**src/rtl/rv_pkg.sv**
```systemverilog
// Shared RV32I encoding constants and the ALU-control code set.
// The instruction decoder uses the same codes, so the encoder is its inverse.
package rv_pkg;

   localparam logic [6:0] OP_R = 7'h33;
   localparam logic [6:0] OP_I = 7'h13;

   typedef enum logic [3:0] {
      AluAnd     = 4'b0000,
      AluSll     = 4'b0001,
      AluAdd     = 4'b0010,
      AluOr      = 4'b0011,
      AluSub     = 4'b0100,
      AluSlt     = 4'b0101,
      AluXor     = 4'b0110,
      AluSltu    = 4'b0111,
      AluSrl     = 4'b1000,
      AluSra     = 4'b1001,
      AluInvalid = 4'b1111
   } alu_ctl_e;

   localparam logic [2:0] F3_ADD  = 3'd0;
   localparam logic [2:0] F3_SLL  = 3'd1;
   localparam logic [2:0] F3_SLT  = 3'd2;
   localparam logic [2:0] F3_SLTU = 3'd3;
   localparam logic [2:0] F3_XOR  = 3'd4;
   localparam logic [2:0] F3_SR   = 3'd5;
   localparam logic [2:0] F3_OR   = 3'd6;
   localparam logic [2:0] F3_AND  = 3'd7;

   localparam logic [6:0] F7_BASE = 7'h00;
   localparam logic [6:0] F7_ALT  = 7'h20;

   // True when v is representable as a sign-extended 12-bit immediate.
   function automatic logic fits_simm12(input logic [31:0] v);
      return (&v[31:11]) | ~(|v[31:11]);
   endfunction

endpackage

```
**src/rtl/enc_fifo.sv**
```systemverilog
// Synchronous FIFO with registered occupancy count and full/empty flags.
module enc_fifo #(
   parameter int unsigned WIDTH = 32,
   parameter int unsigned DEPTH = 4
) (
   input  logic                       clk,
   input  logic                       rst,
   input  logic                       push,
   input  logic [WIDTH-1:0]           wdata,
   input  logic                       pop,
   output logic [WIDTH-1:0]           rdata,
   output logic                       full,
   output logic                       empty,
   output logic [$clog2(DEPTH):0]     count
);

   localparam int unsigned AW = $clog2(DEPTH);

   logic [WIDTH-1:0] mem_q [DEPTH];
   logic [AW-1:0]    wr_ptr_q, wr_ptr_d;
   logic [AW-1:0]    rd_ptr_q, rd_ptr_d;
   logic [AW:0]      count_q, count_d;
   logic             do_push, do_pop;

   assign full    = (count_q == (AW + 1)'(DEPTH));
   assign empty   = (count_q == '0);
   assign count   = count_q;
   assign rdata   = mem_q[rd_ptr_q];
   assign do_push = push & ~full;
   assign do_pop  = pop & ~empty;

   always_comb begin
      wr_ptr_d = wr_ptr_q;
      rd_ptr_d = rd_ptr_q;
      count_d  = count_q;
      if (do_push) wr_ptr_d = wr_ptr_q + AW'(1);
      if (do_pop)  rd_ptr_d = rd_ptr_q + AW'(1);
      if (do_push && !do_pop)      count_d = count_q + (AW + 1)'(1);
      else if (do_pop && !do_push) count_d = count_q - (AW + 1)'(1);
   end

   always_ff @(posedge clk) begin
      if (rst) begin
         wr_ptr_q <= '0;
         rd_ptr_q <= '0;
         count_q  <= '0;
      end else begin
         wr_ptr_q <= wr_ptr_d;
         rd_ptr_q <= rd_ptr_d;
         count_q  <= count_d;
      end
   end

   // Storage needs no reset; validity is tracked by count_q.
   always_ff @(posedge clk) begin
      if (do_push) mem_q[wr_ptr_q] <= wdata;
   end

endmodule

```
**src/rtl/inst_encoder.sv**
```systemverilog
// Encodes RV32I ALU requests into instruction words and streams them to
// instruction memory with sequential addresses.
module inst_encoder
   import rv_pkg::*;
#(
   parameter int unsigned DEPTH      = 4,
   parameter logic [31:0] RESET_ADDR = 32'h0
) (
   input  logic        clk,
   input  logic        rst,
   input  logic        req_valid,
   output logic        req_ready,
   input  logic        req_is_imm,
   input  logic [3:0]  req_alu_control,
   input  logic [4:0]  req_rd,
   input  logic [4:0]  req_rs1,
   input  logic [4:0]  req_rs2,
   input  logic [31:0] req_imm,
   input  logic        base_load,
   input  logic [31:0] base_addr,
   output logic        out_valid,
   input  logic        out_ready,
   output logic [31:0] out_inst,
   output logic [31:0] out_addr,
   output logic        err,
   output logic [7:0]  err_count
);

   logic [2:0]  funct3;
   logic [6:0]  funct7;
   logic        op_ok, is_shift, imm_ok, enc_ok;
   logic [31:0] enc_word;
   logic        accept, push, pop, full, empty;
   logic [31:0] head;
   logic [$clog2(DEPTH):0] fifo_count;
   logic [31:0] addr_q, addr_d;
   logic        err_q, err_d;
   logic [7:0]  err_count_q, err_count_d;

   always_comb begin
      funct3   = F3_ADD;
      funct7   = F7_BASE;
      op_ok    = 1'b0;
      is_shift = 1'b0;
      if (!req_is_imm) begin
         unique case (req_alu_control)
            AluAdd:  begin op_ok = 1'b1; funct3 = F3_ADD;                   end
            AluSub:  begin op_ok = 1'b1; funct3 = F3_ADD; funct7 = F7_ALT;  end
            AluSll:  begin op_ok = 1'b1; funct3 = F3_SLL;                   end
            AluSlt:  begin op_ok = 1'b1; funct3 = F3_SLT;                   end
            AluSltu: begin op_ok = 1'b1; funct3 = F3_SLTU;                  end
            AluXor:  begin op_ok = 1'b1; funct3 = F3_XOR;                   end
            default: op_ok = 1'b0;
         endcase
      end else begin
         unique case (req_alu_control)
            AluAdd:  begin op_ok = 1'b1; funct3 = F3_ADD;                   end
            AluSll:  begin op_ok = 1'b1; funct3 = F3_SLL; is_shift = 1'b1;  end
            AluSlt:  begin op_ok = 1'b1; funct3 = F3_SLT;                   end
            AluSltu: begin op_ok = 1'b1; funct3 = F3_SLTU;                  end
            AluXor:  begin op_ok = 1'b1; funct3 = F3_XOR;                   end
            AluSrl:  begin op_ok = 1'b1; funct3 = F3_SR;  is_shift = 1'b1;  end
            AluSra:  begin
               op_ok = 1'b1; funct3 = F3_SR; is_shift = 1'b1; funct7 = F7_ALT;
            end
            AluOr:   begin op_ok = 1'b1; funct3 = F3_OR;                    end
            AluAnd:  begin op_ok = 1'b1; funct3 = F3_AND;                   end
            default: op_ok = 1'b0;
         endcase
      end

      imm_ok = 1'b1;
      if (req_is_imm) imm_ok = is_shift ? ~(|req_imm[31:5]) : fits_simm12(req_imm);
      enc_ok = op_ok & imm_ok;

      if (!req_is_imm)  enc_word = {funct7, req_rs2, req_rs1, funct3, req_rd, OP_R};
      else if (is_shift) enc_word = {funct7, req_imm[4:0], req_rs1, funct3, req_rd, OP_I};
      else               enc_word = {req_imm[11:0], req_rs1, funct3, req_rd, OP_I};
   end

   assign req_ready = ~full;
   assign accept    = req_valid & req_ready;
   assign push      = accept & enc_ok;
   assign out_valid = ~empty;
   assign pop       = out_valid & out_ready;

   enc_fifo #(
      .WIDTH (32),
      .DEPTH (DEPTH)
   ) u_fifo (
      .clk   (clk),
      .rst   (rst),
      .push  (push),
      .wdata (enc_word),
      .pop   (pop),
      .rdata (head),
      .full  (full),
      .empty (empty),
      .count (fifo_count)
   );

   always_comb begin
      addr_d      = addr_q;
      err_d       = accept & ~enc_ok;
      err_count_d = err_count_q;
      // A base load overrides the post-pop increment.
      if (base_load) addr_d = base_addr;
      else if (pop)  addr_d = addr_q + 32'd4;
      if (err_d && err_count_q != 8'hFF) err_count_d = err_count_q + 8'd1;
   end

   always_ff @(posedge clk) begin
      if (rst) begin
         addr_q      <= RESET_ADDR;
         err_q       <= 1'b0;
         err_count_q <= '0;
      end else begin
         addr_q      <= addr_d;
         err_q       <= err_d;
         err_count_q <= err_count_d;
      end
   end

   assign out_inst  = out_valid ? head : '0;
   assign out_addr  = addr_q;
   assign err       = err_q;
   assign err_count = err_count_q;

endmodule

```
**config.mk**
```make
export PLATFORM = sky130hd
export DESIGN_NAME = inst_encoder
export DESIGN_NICKNAME = d
export VERILOG_FILES = /design/src/rtl/rv_pkg.sv /design/src/rtl/enc_fifo.sv /design/src/rtl/inst_encoder.sv
export SDC_FILE = /design/constraint.sdc
export NUM_CORES = 1
export LEC_CHECK = 0
export BUFFER_PORTS_ARGS = -buffer_cell sky130_fd_sc_hd__buf_2
export CORE_AREA = 2 2 93 185
export DETAILED_ROUTE_END_ITERATION = 8
export DIE_AREA = 0 0 95 187
export PLACE_DENSITY = 0.81
export SLEW_MARGIN = 40
export SYNTH_ARGS = -nofsm -noshare
export SYNTH_HDL_FRONTEND = slang
export SYNTH_HIERARCHICAL = 1
export SYNTH_SLANG_ARGS = --single-unit
```
**constraint.sdc**
```tcl
create_clock -name clk -period 5.8 [get_ports clk]
set_input_delay 0.87 -clock clk [delete_from_list [all_inputs] [get_ports clk]]
set_output_delay 0.87 -clock clk [all_outputs]
set_load 0.01 [all_outputs]
```
==> results.md, run 1 <==
- Status: complete, no violations
- Pin count of the biggest net entering global routing: 57
- Via/cell ratio: approximately 5.3
- Maximum VDD drop: around 0.18 mV
- Die Ht: 187 um
- Setup violations, final: 0
- GP Congestion: 0.808
- Slew headroom: 0.489
- CP Max Fanout: 11
- CP max stage delay: roughly 530 ps
- Synth cell types: between 50 and 60
- Comb power frac: 0.121
- Detailed Place HPWL: 10.7 mm
- Initial core utilization: 0.486
- Achievable frequency: between 0.2 and 0.3 GHz
- YS warnings: 6
- Die area: between 15000 and 20000 um^2
- RSZ-0062 raised after global routing: false
- Top Ports: 164
- Initial antenna violation count: 1
- Worst reg2reg path depth: 11
- Setup tns final: 0 ps
- Final hold vios: 0
- Worst EP arrival: ~4300 ps
- Clock Latency Late Sink: between 400 and 500 ps
- Crit start category: input pin
- Hold Path Depth: 2
- Sequential power share: 0.503
- First drt pass iteration count: 4
- Hold Path End: out_addr[1]
- Ys flop type: edfxtp_1
- Switching Share: 0.254
- Vias: between 5000 and 6000
- Total Power: 2.83 mW
- Cell Area, Synth: around 8000 um^2
- TritonCTS buffer count: 17
- CTS Root Cell: clkbuf_16
- Reg-to-reg startpoint: u_fifo/count[0]
- CTS tree: yes
- Tightest Hold Check Type: reg -> reg
- WL/cell: roughly 16 um
- Area delta synth->final: 19.6%
- Post-synth top area cell: edfxtp_1
- Post-route antenna net violation count: 0
- Largest cells by area after synthesis: edfxtp_1 48%, dfxtp_1 12%, mux4_2 8.4%, nor2b_1 3.7%, nor2_1 2.5%
- Synth Register Bits: about 180
- Number of port buffers: 163
- CP most frequent cell: inv_1
- # DRC: 0
- Power Density: 294 nW/um^2
- Routed Wire Length: approximately 16 mm
- Final nets: just under 900
- Worst-margin pin slew: around 770 ps
- Async SR Flop Fraction: 0
- CTS sink cnt: 178
- Placement row count: 67
- Clk_skew: ~7.3 ps
- Hold Buf Count CTS: 0
- Sw power: a little over 700 uW
- Die width: about 95 um
- Gr usage total: 0.186
- Gate count after technology mapping: roughly 590
- R2R Setup Slk: ~2900 ps
- Initial DRC Count: between 200 and 250
- Hold_sp: out_addr[1]
- Clk pin slew, worst setup/hold paths: approximately 70 ps
- Critical Path, Cell by Cell: buf_2, or4_1, nor4_1, o221ai_1, a21boi_0, inv_1, nor2_1, ha_1, inv_1, fa_1, xor2_1, or3_1, a21oi_1
- Core Area: roughly 17000 um^2
- Crit. End Element: flop
- Register area share after synthesis: 0.603
- Pint: about 2.1 mW
- CTS Buffer Depth: 2
- Most frequent cells in the layout: 161 x buf_2, 128 x edfxtp_1, 53 x nor2_1
- Resize count post-CTS: 0
- Max-cap viol count: 0
- Max Slew Vio Count: 0
- Global-route wire length before repair: 25.5 mm
- WHS: between 400 and 500 ps
- Critical path class: in -> reg
- Most common cell after layout, fill and taps aside: buf_2
- Layout cell share with drive strength beyond 1: 0.325
- Data required time at the worst endpoint: 6150 ps
- H-Tree Depth: 4
- Mean area per synthesized cell: between 10 and 15 um^2
- Final min period: approximately 4000 ps
- Share of the synthesized area in the top cell type: 0.479
- Post-synth EDFFs: between 100 and 150
- FF-to-FF End: u_fifo/count[2]
- Clock share of power: 0.376
- Gr ovfl total: 0
- Number of antenna diodes: 0
- Max stage delay cell, worst path: or4_1
- Post-CTS Setup Inserts: 0
- Leak: between 3 and 4 nW
- Vias in the first global route: 5201
- Fin crit share: 0.678
## state kept, by name, indices dropped and copies added, names as in the netlist, named ones only
| name | cells |
|---|---|
| err | 1 |
| err_count | 8 |
| out_addr | 32 |
| u_fifo/count | 3 |
| u_fifo/mem_q | 128 |
| u_fifo/rd_ptr_q | 2 |
| u_fifo/wr_ptr_q | 2 |
## critical path, delay by kind of cell
family	cells	cell delay, ps
AO/OA/AOI/OAI	3	870
XOR/XNOR	1	160
adder cells (fa/ha/maj)	2	630
buffers and inverters	3	240
AND/OR/NAND/NOR	4	1500
## cells in the mapped netlist, drive strengths merged, types with 4 or more instances
| master | instances |
|---|---|
| nor2b | 48 |
| a21oi | 21 |
| mux2 | 10 |
| nand2b | 4 |
| inv | 20 |
| dfxtp | 50 |
| and3 | 14 |
| and4 | 4 |
| xnor2 | 14 |
| nor4 | 14 |
| nor3 | 5 |
| o21ai | 13 |
| clkbuf | 14 |
| mux2i | 14 |
| and2 | 6 |
| nand4 | 17 |
| nand2 | 20 |
| mux4 | 32 |
| ha | 7 |
| buf | 18 |
| edfxtp | 128 |
| o21a | 7 |
| nor2 | 53 |
| nand3 | 12 |
| xor2 | 20 |
## power by group through the flow
stage	registers, mW	clock network, mW	logic [mW]
after detailed placement	1.45	0	0.345
after global routing	1.43	1.14	0.380
after floorplan	1.45	0	0.207
after CTS	1.42	1.09	0.346
final	1.42	1.06	0.341
after global placement	1.45	0	0.336
## how the worst max path moves through the flow
stage / start / endpoint / slack [ps] / depth (start not counted)
6_report: req_imm[9] / u_fifo/count[2] / 1870 / 13
3_3_place_gp: req_imm[9] / u_fifo/count[2] / 1640 / 13
4_1_cts: req_imm[9] / u_fifo/count[2] / 1950 / 13
2_1_floorplan: req_imm[14] / u_fifo/count[2] / 2140 / 13
5_1_grt: req_imm[9] / u_fifo/count[2] / 1580 / 13
3_5_place_dp: req_imm[9] / u_fifo/count[2] / 1510 / 13
## cell families after synthesis
group                      Yosys count  synth area share
buffers and inverters               52            0.0330
DFF                                178             0.603
muxes                               56             0.123
AOI/OAI and AO/OA                   55            0.0425
other                                2          0.000935
adders and majority gates            8            0.0134
xor gates and xnor gates            34            0.0371
and+or+nand+nor                    209             0.146
## routing by layer
layer / track usage / share of wire / vias to the layer above
li1: - / - / 2531
met1: 0.245 / 0.42 / 2555
met2: 0.310 / 0.51 / 176
met3: 0.0391 / 0.052 / 19
met4: 0.0518 / 0.016 / 2
met5: 0 / 0.00081 / -
## stage by stage
stage / util / setup WS [ps] / instances / instance area (um^2)
2_1_floorplan: - / 2140 / 616 / 8110
3_3_place_gp: 0.547 / 1640 / 957 / 9030
3_5_place_dp: 0.547 / 1510 / 957 / 9040
4_1_cts: 0.581 / 1950 / 989 / 9590
5_1_grt: 0.581 / 1580 / 989 / 9600
6_report: 0.581 / 1870 / 989 / 9600
## area by class of cell
cell class / instances / area, um^2
Sequential cell: 178 / 4850
Timing Repair Buffer: 166 / 843
Fill cell: 1351 / 6920
Clock buffer: 18 / 429
Tap cell: 207 / 259
Multi-Input combinational cell: 386 / 3020
Clock inverter: 14 / 126
Inverter: 20 / 75.1
Power figures use the tool's default switching activity.
==> run 2, diff against run 1 <==
ABC_AREA = 1   (was unset)
CORE_AREA = 2 2 97 192   (was 2 2 93 185)
DIE_AREA = 0 0 99 194   (was 0 0 95 187)
PLACE_DENSITY = 0.8   (was 0.81)
clock period = 3.93 ns   (was 5.8 ns; I/O delays follow)
==> run 2 against run 1 <==
Clock-buffer cell count unchanged. First-iteration DRC count up 63%. Sequential share of layout area down 3.2 points. Clock skew up 4.3 ps. Die area up 8.1%. Global-route usage up 4.6 points. Largest cell class unchanged. Largest power group unchanged. Highest routed layer is now met4.
==> results.md, run 2 <==
- Number of antenna diodes: 0 (unchanged)
- Post-CTS Setup Inserts: 0 (unchanged)
- Clk_skew: 11.6 ps (+4.25 ps)
- Ys flop type: edfxtp_1
- Global-route wire length before repair: 34.8 mm (+36%)
- Comb power frac: 0.140 (+0.019)
- Layout cell share with drive strength beyond 1: 0.218 (-0.107)
- Area delta synth->final: 18.2%
- CTS sink cnt: 178 (unchanged)
- Worst EP arrival: 2260 ps (-2020 ps)
- Die width: 99 um (+4.2%)
- Final nets: 1239 (+43%)
- # DRC: 0 (unchanged)
- Leak: 4.37 nW (+18%)
- WL/cell: 16.0 um (-1.7%)
- Setup tns final: 0 ps (unchanged)
- Vias: 7180 (+36%)
- CP Max Fanout: 34 (+23)
- Register bank with the most flops: u_fifo/mem_q
- TritonCTS buffer count: 17 (unchanged)
- Max Slew Vio Count: 0 (unchanged)
- Crit start category: flop
- Die area: 19200 um^2 (+8.1%)
- Detailed Place HPWL: 15.4 mm (+44%)
- Vias in the first global route: 7270 (+40%)
- Gate count after technology mapping: 965 (+62%)
- Power Density: 423 nW/um^2 (+44%)
- Placed insts: 1336 (+40%)
- Synth top cells by count: 194 x nor2_1, 164 x nand2_1, 128 x edfxtp_1
- Worst-margin pin slew: 782 ps (+16.2 ps)
- Gr ovfl total: 0 (unchanged)
- Placed Area: 9690 um^2 (+7.2%)
- Fillers: 1561 (+16%)
- Clock Latency Late Sink: 420 ps (about the same)
- Max-cap viol count: 0 (unchanged)
- Synth cell types: 43 (-23%)
- Cell Area, Synth: 8670 um^2 (+8.0%)
- Initial DRC Count: 385 (+63%)
- Register area share after synthesis: 0.559 (-0.0445)
- Resize count post-CTS: 0 (unchanged)
- Setup violations, final: 0 (unchanged)
- Post-synth top area cell: edfxtp_1
- Mux share of post-synthesis cell area: 0 (-0.123)
- Gr usage total: 0.232 (+0.0459)
- Die Ht: 194 um (+3.7%)
- Flip-flop and latch area: 4850 um^2 (about the same)
- Count leader, synth: nor2_1
- Most common cell after layout, fill and taps aside: nor2_1
- Largest cells by area after synthesis: edfxtp_1 44%, dfxtp_1 12%, nor2_1 8.4%, nand2_1 7.1%, inv_1 4.3%
- RSZ-0062 raised after global routing: false
- Pint: 3.17 mW (+50%)
- Achievable frequency: approximately 0.35 GHz
- Post-route antenna net violation count: 0 (unchanged)
- Via/cell ratio: 5.25 (-1.7%)
- H-Tree Depth: 4 (unchanged)
- Hold Buf Count CTS: 0 (unchanged)
- Core Area: 17700 um^2 (+7.2%)
- Post-Synth XOR/XNOR Area: 0.0172 (-0.0199)
- Routed Wire Length: 21.9 mm (+36%)
- Status: complete, no violations
- Tightest Hold Check Type: in -> reg
- Fin util: 0.579 (-0.00232)
- Number of port buffers: 163 (unchanged)
- Most frequent cells in the layout: 190 x nor2_1, 164 x nand2_1, 163 x buf_2
- Critical path class: reg -> out
- Data required time at the worst endpoint: 3340 ps (-2810 ps)
- CTS Buffer Depth: 2 (unchanged)
- Pin count of the biggest net entering global routing: 65 (+14%)
- Post-synthesis adder-cell area fraction: 0.0124 (-0.000989)
- Mean area per synthesized cell: 8.98 um^2 (-34%)
- Flip-flop count of the largest register after layout: 128 (unchanged)
- Final Non-Filler Cells: 1368 (+38%)
- Post-synthesis compound-gate area fraction: 0.108 (+0.0651)
- Clock share of power: 0.371 (-0.005)
- Sequential power share: 0.490 (-0.013)
- Share of the synthesized area in the top cell type: 0.443 (-0.0353)
- Top Ports: 164 (unchanged)
- Initial core utilization: 0.490 (+0.00361)
- Post-synth EDFFs: 128 (unchanged)
- Design Area, Final: 10200 um^2 (+6.7%)
- CTS Root Cell: clkbuf_16
- Crit. End Element: primary output
- First drt pass iteration count: 4 (unchanged)
- Final hold vios: 0 (unchanged)
- YS warnings: 6 (unchanged)
- GP Congestion: 0.947 (+17%)
- Simple-Gate Fraction of Synth Area: 0.229 (+0.0822)
- Synth Register Bits: 178 (unchanged)
- Slew headroom: 0.478 (-0.0114)
- Main combinational cell family by area after synthesis: simple AND/OR/NAND/NOR gates
- Initial antenna violation count: 0 (-1)
- CTS tree: yes
- R2R Setup Slk: 1470 ps (-1440 ps)
- Switching Share: 0.269 (+0.0150)
- Placement row count: 69 (+3.0%)
- Area of the multi-input gates: 3270 um^2 (+8.5%)
- Sw power: 1.17 mW (+62%)
- Fin crit share: 0.726
- Final min period: ~2900 ps
- Async SR Flop Fraction: 0 (unchanged)
- Clk pin slew, worst setup/hold paths: 70 ps (about the same)
- Maximum VDD drop: 0.289 mV (+57%)
run 2: cell type report:
| cell class | count | share of cell area |
|---|---|---|
| clock buffer | 18 | 0.0419 |
| clock inverter | 14 | 0.0126 |
| inverter | 108 | 0.0403 |
| multi-input combinational | 664 | 0.319 |
| sequential | 178 | 0.473 |
| tap | 213 | 0.0260 |
| timing repair buffer | 173 | 0.0869 |
run 2: worst max-delay path: stages, from the launching register on:
cell and delay (ps):
dfxtp_2 750, buf_4 430, o21ai_0 190, o22ai_1 210
inv_1 50, nor2_1 80, buf_2 140
run 2: power groups by stage:
stage / sequential, mW / clock (mW) / combinational (mW)
final: 2.12 / 1.61 / 0.605
after global routing: 2.13 / 1.72 / 0.676
after CTS: 2.12 / 1.65 / 0.609
after detailed placement: 2.16 / 0 / 0.606
after global placement: 2.16 / 0 / 0.593
after floorplan: 2.16 / 0 / 0.375
run 2: cells by family after synthesis:
family	after synthesis
buffers and inverters	145
DFF	178
adders and majority gates	8
other	2
and+or+nand+nor	448
AOI/OAI and AO/OA	167
xor gates and xnor gates	17
run 2: routing by layer:
layer  routed length (um)  global-route usage  vias to the layer above
met5                    0                   0                        -
met4                 1040               0.127                        0
met3                 1230              0.0422                       52
met2                12000               0.452                      267
met1                 7580               0.219                     3308
li1                     -                   -                     3553
run 2: final timing paths:
| kind | start | depth (start not counted) | to |
|---|---|---|---|
| worst min-delay path | req_rs1[2] | 1 | u_fifo/mem_q[3][17] |
| worst min register to register | out_addr[25] | 2 | out_addr[25] |
| worst max-delay path | flop | 6 | out_inst[18] |
| worst max register to register | u_fifo/count[0] | 15 | u_fifo/count[2] |
run 2: metrics by stage:
stage / hold slack [ps] / worst slack, ps / power [mW]
after CTS: 365 / 1040 / 4.38
after detailed placement: 492 / 734 / 2.77
after floorplan: 460 / 441 / 2.53
after global routing: 371 / 896 / 4.52
after global placement: 477 / 825 / 2.75
final: 383 / 1080 / 4.33
==> run 3, diff against run 2 <==
clock period = 2.71 ns   (was 3.93 ns; I/O delays follow)
==> run 3 against run 2 <==
First-iteration DRC count shrank 13%. Clock-buffer cell count fell by 1. Final cell count increased by 0.88%. Critical path type unchanged. Largest cell class unchanged. Largest power group unchanged.
==> results.md, run 3 (synthesized netlist as in run 2, its figures left out) <==
- Core Area: 17700 um^2 (unchanged)
- Vias: 7260 (+1.1%)
- Number of antenna diodes: 0 (unchanged)
- Die area: 19200 um^2 (unchanged)
- Clk_skew: 12.0 ps (+0.433 ps)
- Critical path class: reg -> out
- Top Ports: 164 (unchanged)
- Post-route antenna net violation count: 0 (unchanged)
- Global-route wire length before repair: 35.3 mm (+1.3%)
- Slew headroom: 0.498 (+0.0203)
- Clk pin slew, worst setup/hold paths: 70 ps (about the same)
- CP delay by family, top: buffers and inverters
- Register bank with the most flops: u_fifo/mem_q
- CTS Root Cell: clkbuf_16
- Hold Path Depth: 1 (unchanged)
- Fin util: 0.590 (+0.0111)
- Crit. End Element: primary output
- Area delta synth->final: 20.5%
- Clock Latency Late Sink: 420 ps (about the same)
- CP max stage delay: 510 ps (-240 ps)
- Hold_sp: req_rs1[0]
- WL/cell: 16.4 um (+2.2%)
- Max Slew Vio Count: 0 (unchanged)
- Total Power: 6.42 mW (+48%)
- Power Density: 615 nW/um^2 (+45%)
- Initial core utilization: 0.490 (unchanged)
- Gr ovfl total: 0 (unchanged)
- Layout cell share with drive strength beyond 1: 0.230 (+0.0115)
- Detailed Place HPWL: 16.2 mm (+5.3%)
- Routed Wire Length: 22.6 mm (+3.1%)
- TritonCTS buffer count: 17 (unchanged)
- Crit start category: flop
- H-Tree Depth: 4 (unchanged)
- RSZ-0062 raised after global routing: false
- Worst-margin pin slew: 752 ps (-30.4 ps)
- Hold Path End: u_fifo/mem_q[3][15]
- Reg-to-reg startpoint: u_fifo/count[1]
- Hold Buf Count CTS: 0 (unchanged)
- Placement row count: 69 (unchanged)
- First drt pass iteration count: 4 (unchanged)
- Status: complete, no violations
- Flip-flop count of the largest register after layout: 128 (unchanged)
- Buf+Inv Stages, Crit Path: 3 (unchanged)
- Post-CTS Setup Inserts: 0 (unchanged)
- Final hold vios: 0 (unchanged)
- Achievable frequency: just over 0.4 GHz
- Maximum VDD drop: 0.471 mV (+63%)
- Setup violations, final: 0 (unchanged)
- CTS sink cnt: 178 (unchanged)
- CTS Buffer Depth: 2 (unchanged)
- Leak: 4.45 nW (+2.0%)
- Die width: 99 um (unchanged)
- Number of port buffers: 163 (unchanged)
- Final nets: 1251 (+0.97%)
- Max stage delay cell, worst path: dfxtp_2
- Die Ht: 194 um (unchanged)
- Pin count of the biggest net entering global routing: 65 (unchanged)
- Fin crit share: 0.901
- Worst setup margin: 269 ps (-808 ps)
- Final min period: around 2400 ps
- FF-to-FF End: u_fifo/count[2]
- Most common cell after layout, fill and taps aside: nor2_1
- Post-Place Setup Slack: 30.7 ps (-703 ps)
- # DRC: 0 (unchanged)
- Via/cell ratio: 5.26 (+0.23%)
- Worst EP arrival: 2030 ps (-230 ps)
- CP Max Fanout: 38 (+12%)
- Resize count post-CTS: 0 (unchanged)
- Initial DRC Count: 334 (-13%)
- Max-cap viol count: 0 (unchanged)
- Most frequent cells in the layout: 190 x nor2_1, 164 x nand2_1, 163 x buf_2
- Initial antenna violation count: 0 (unchanged)
- GP Congestion: 0.959 (+1.3%)
- R2R Setup Slk: 450 ps (-1020 ps)
- Placed insts: 1348 (+0.90%)
- Vias in the first global route: 7335 (+0.89%)
- Final Non-Filler Cells: 1380 (+0.88%)
- CTS tree: yes
- Critical Path, Cell by Cell: buf_4, o21ai_0, o22ai_1, inv_1, nor2_1, buf_2
- Tightest Hold Check Type: in -> reg
- Data required time at the worst endpoint: 2300 ps (-1040 ps)
- Worst reg2reg path depth: 16 (+1)
- Gr usage total: 0.235 (+0.00316)
-- run 3: changes by cell type in the layout (fill, tap and decap cells not counted), sizes merged --
cell / before / now
clkbuf: 18 / 17
inv: 114 / 115
clkinv: 6 / 5
clkinvlp: 1 / 2
buf: 173 / 185
-- run 3: area by class of cell --
class / count / area, um^2
clock inverters: 15 / 169
clock buffers: 17 / 425
well taps: 213 / 267
flip-flops and latches: 178 / 4850
fillers: 1503 / 7260
repair buffers: 185 / 1030
multi-input cells: 664 / 3290
inverters: 108 / 413
-- run 3: through the flow --
stage / setup TNS [ps] / hold WS (ps) / cell area (um^2)
after floorplan: -12360 / 460 / 8760
after global placement: 0 / 491 / 9850
after detailed placement: 0 / 495 / 9850
after CTS: 0 / 187 / 10400
after global routing: 0 / 187 / 10400
final: 0 / 200 / 10400
-- run 3: how the worst max path moves through the flow --
stage / cells after the start / startpoint / slack, ps / to
floorplan: 7 / req_is_imm / -100 / u_fifo/mem_q[0][0]
global placement: 18 / req_imm[12] / 70 / u_fifo/count[2]
detailed placement: 18 / req_imm[12] / 30 / u_fifo/count[2]
CTS: 6 / flop / 250 / out_inst[31]
global route: 6 / flop / 110 / out_inst[31]
finish: 6 / flop / 270 / out_inst[14]
-- run 3: routing by layer --
| metal | track usage | wire length [um] | vias to the layer above | share of wire |
|---|---|---|---|---|
| li1 | - | - | 3568 | - |
| met1 | 0.224 | 7770 | 3385 | 0.34 |
| met2 | 0.455 | 12700 | 247 | 0.56 |
| met3 | 0.0433 | 1040 | 60 | 0.046 |
| met4 | 0.128 | 1100 | 0 | 0.049 |
| met5 | 0 | 0 | - | 0 |
-- run 3: power by group --
group	internal [mW]	switching (mW)
Combinational	0.332	0.588
Sequential	2.99	0.0733
Clock	1.31	1.12
-- run 3: worst reg2reg max path: cells and delay by family, from the launching register on --
family / cells / cell delay (ps)
adder cells (fa/ha/maj): 2 / 570
buffers and inverters: 5 / 410
flip-flops: 1 / 350
AND/OR/NAND/NOR: 9 / 850
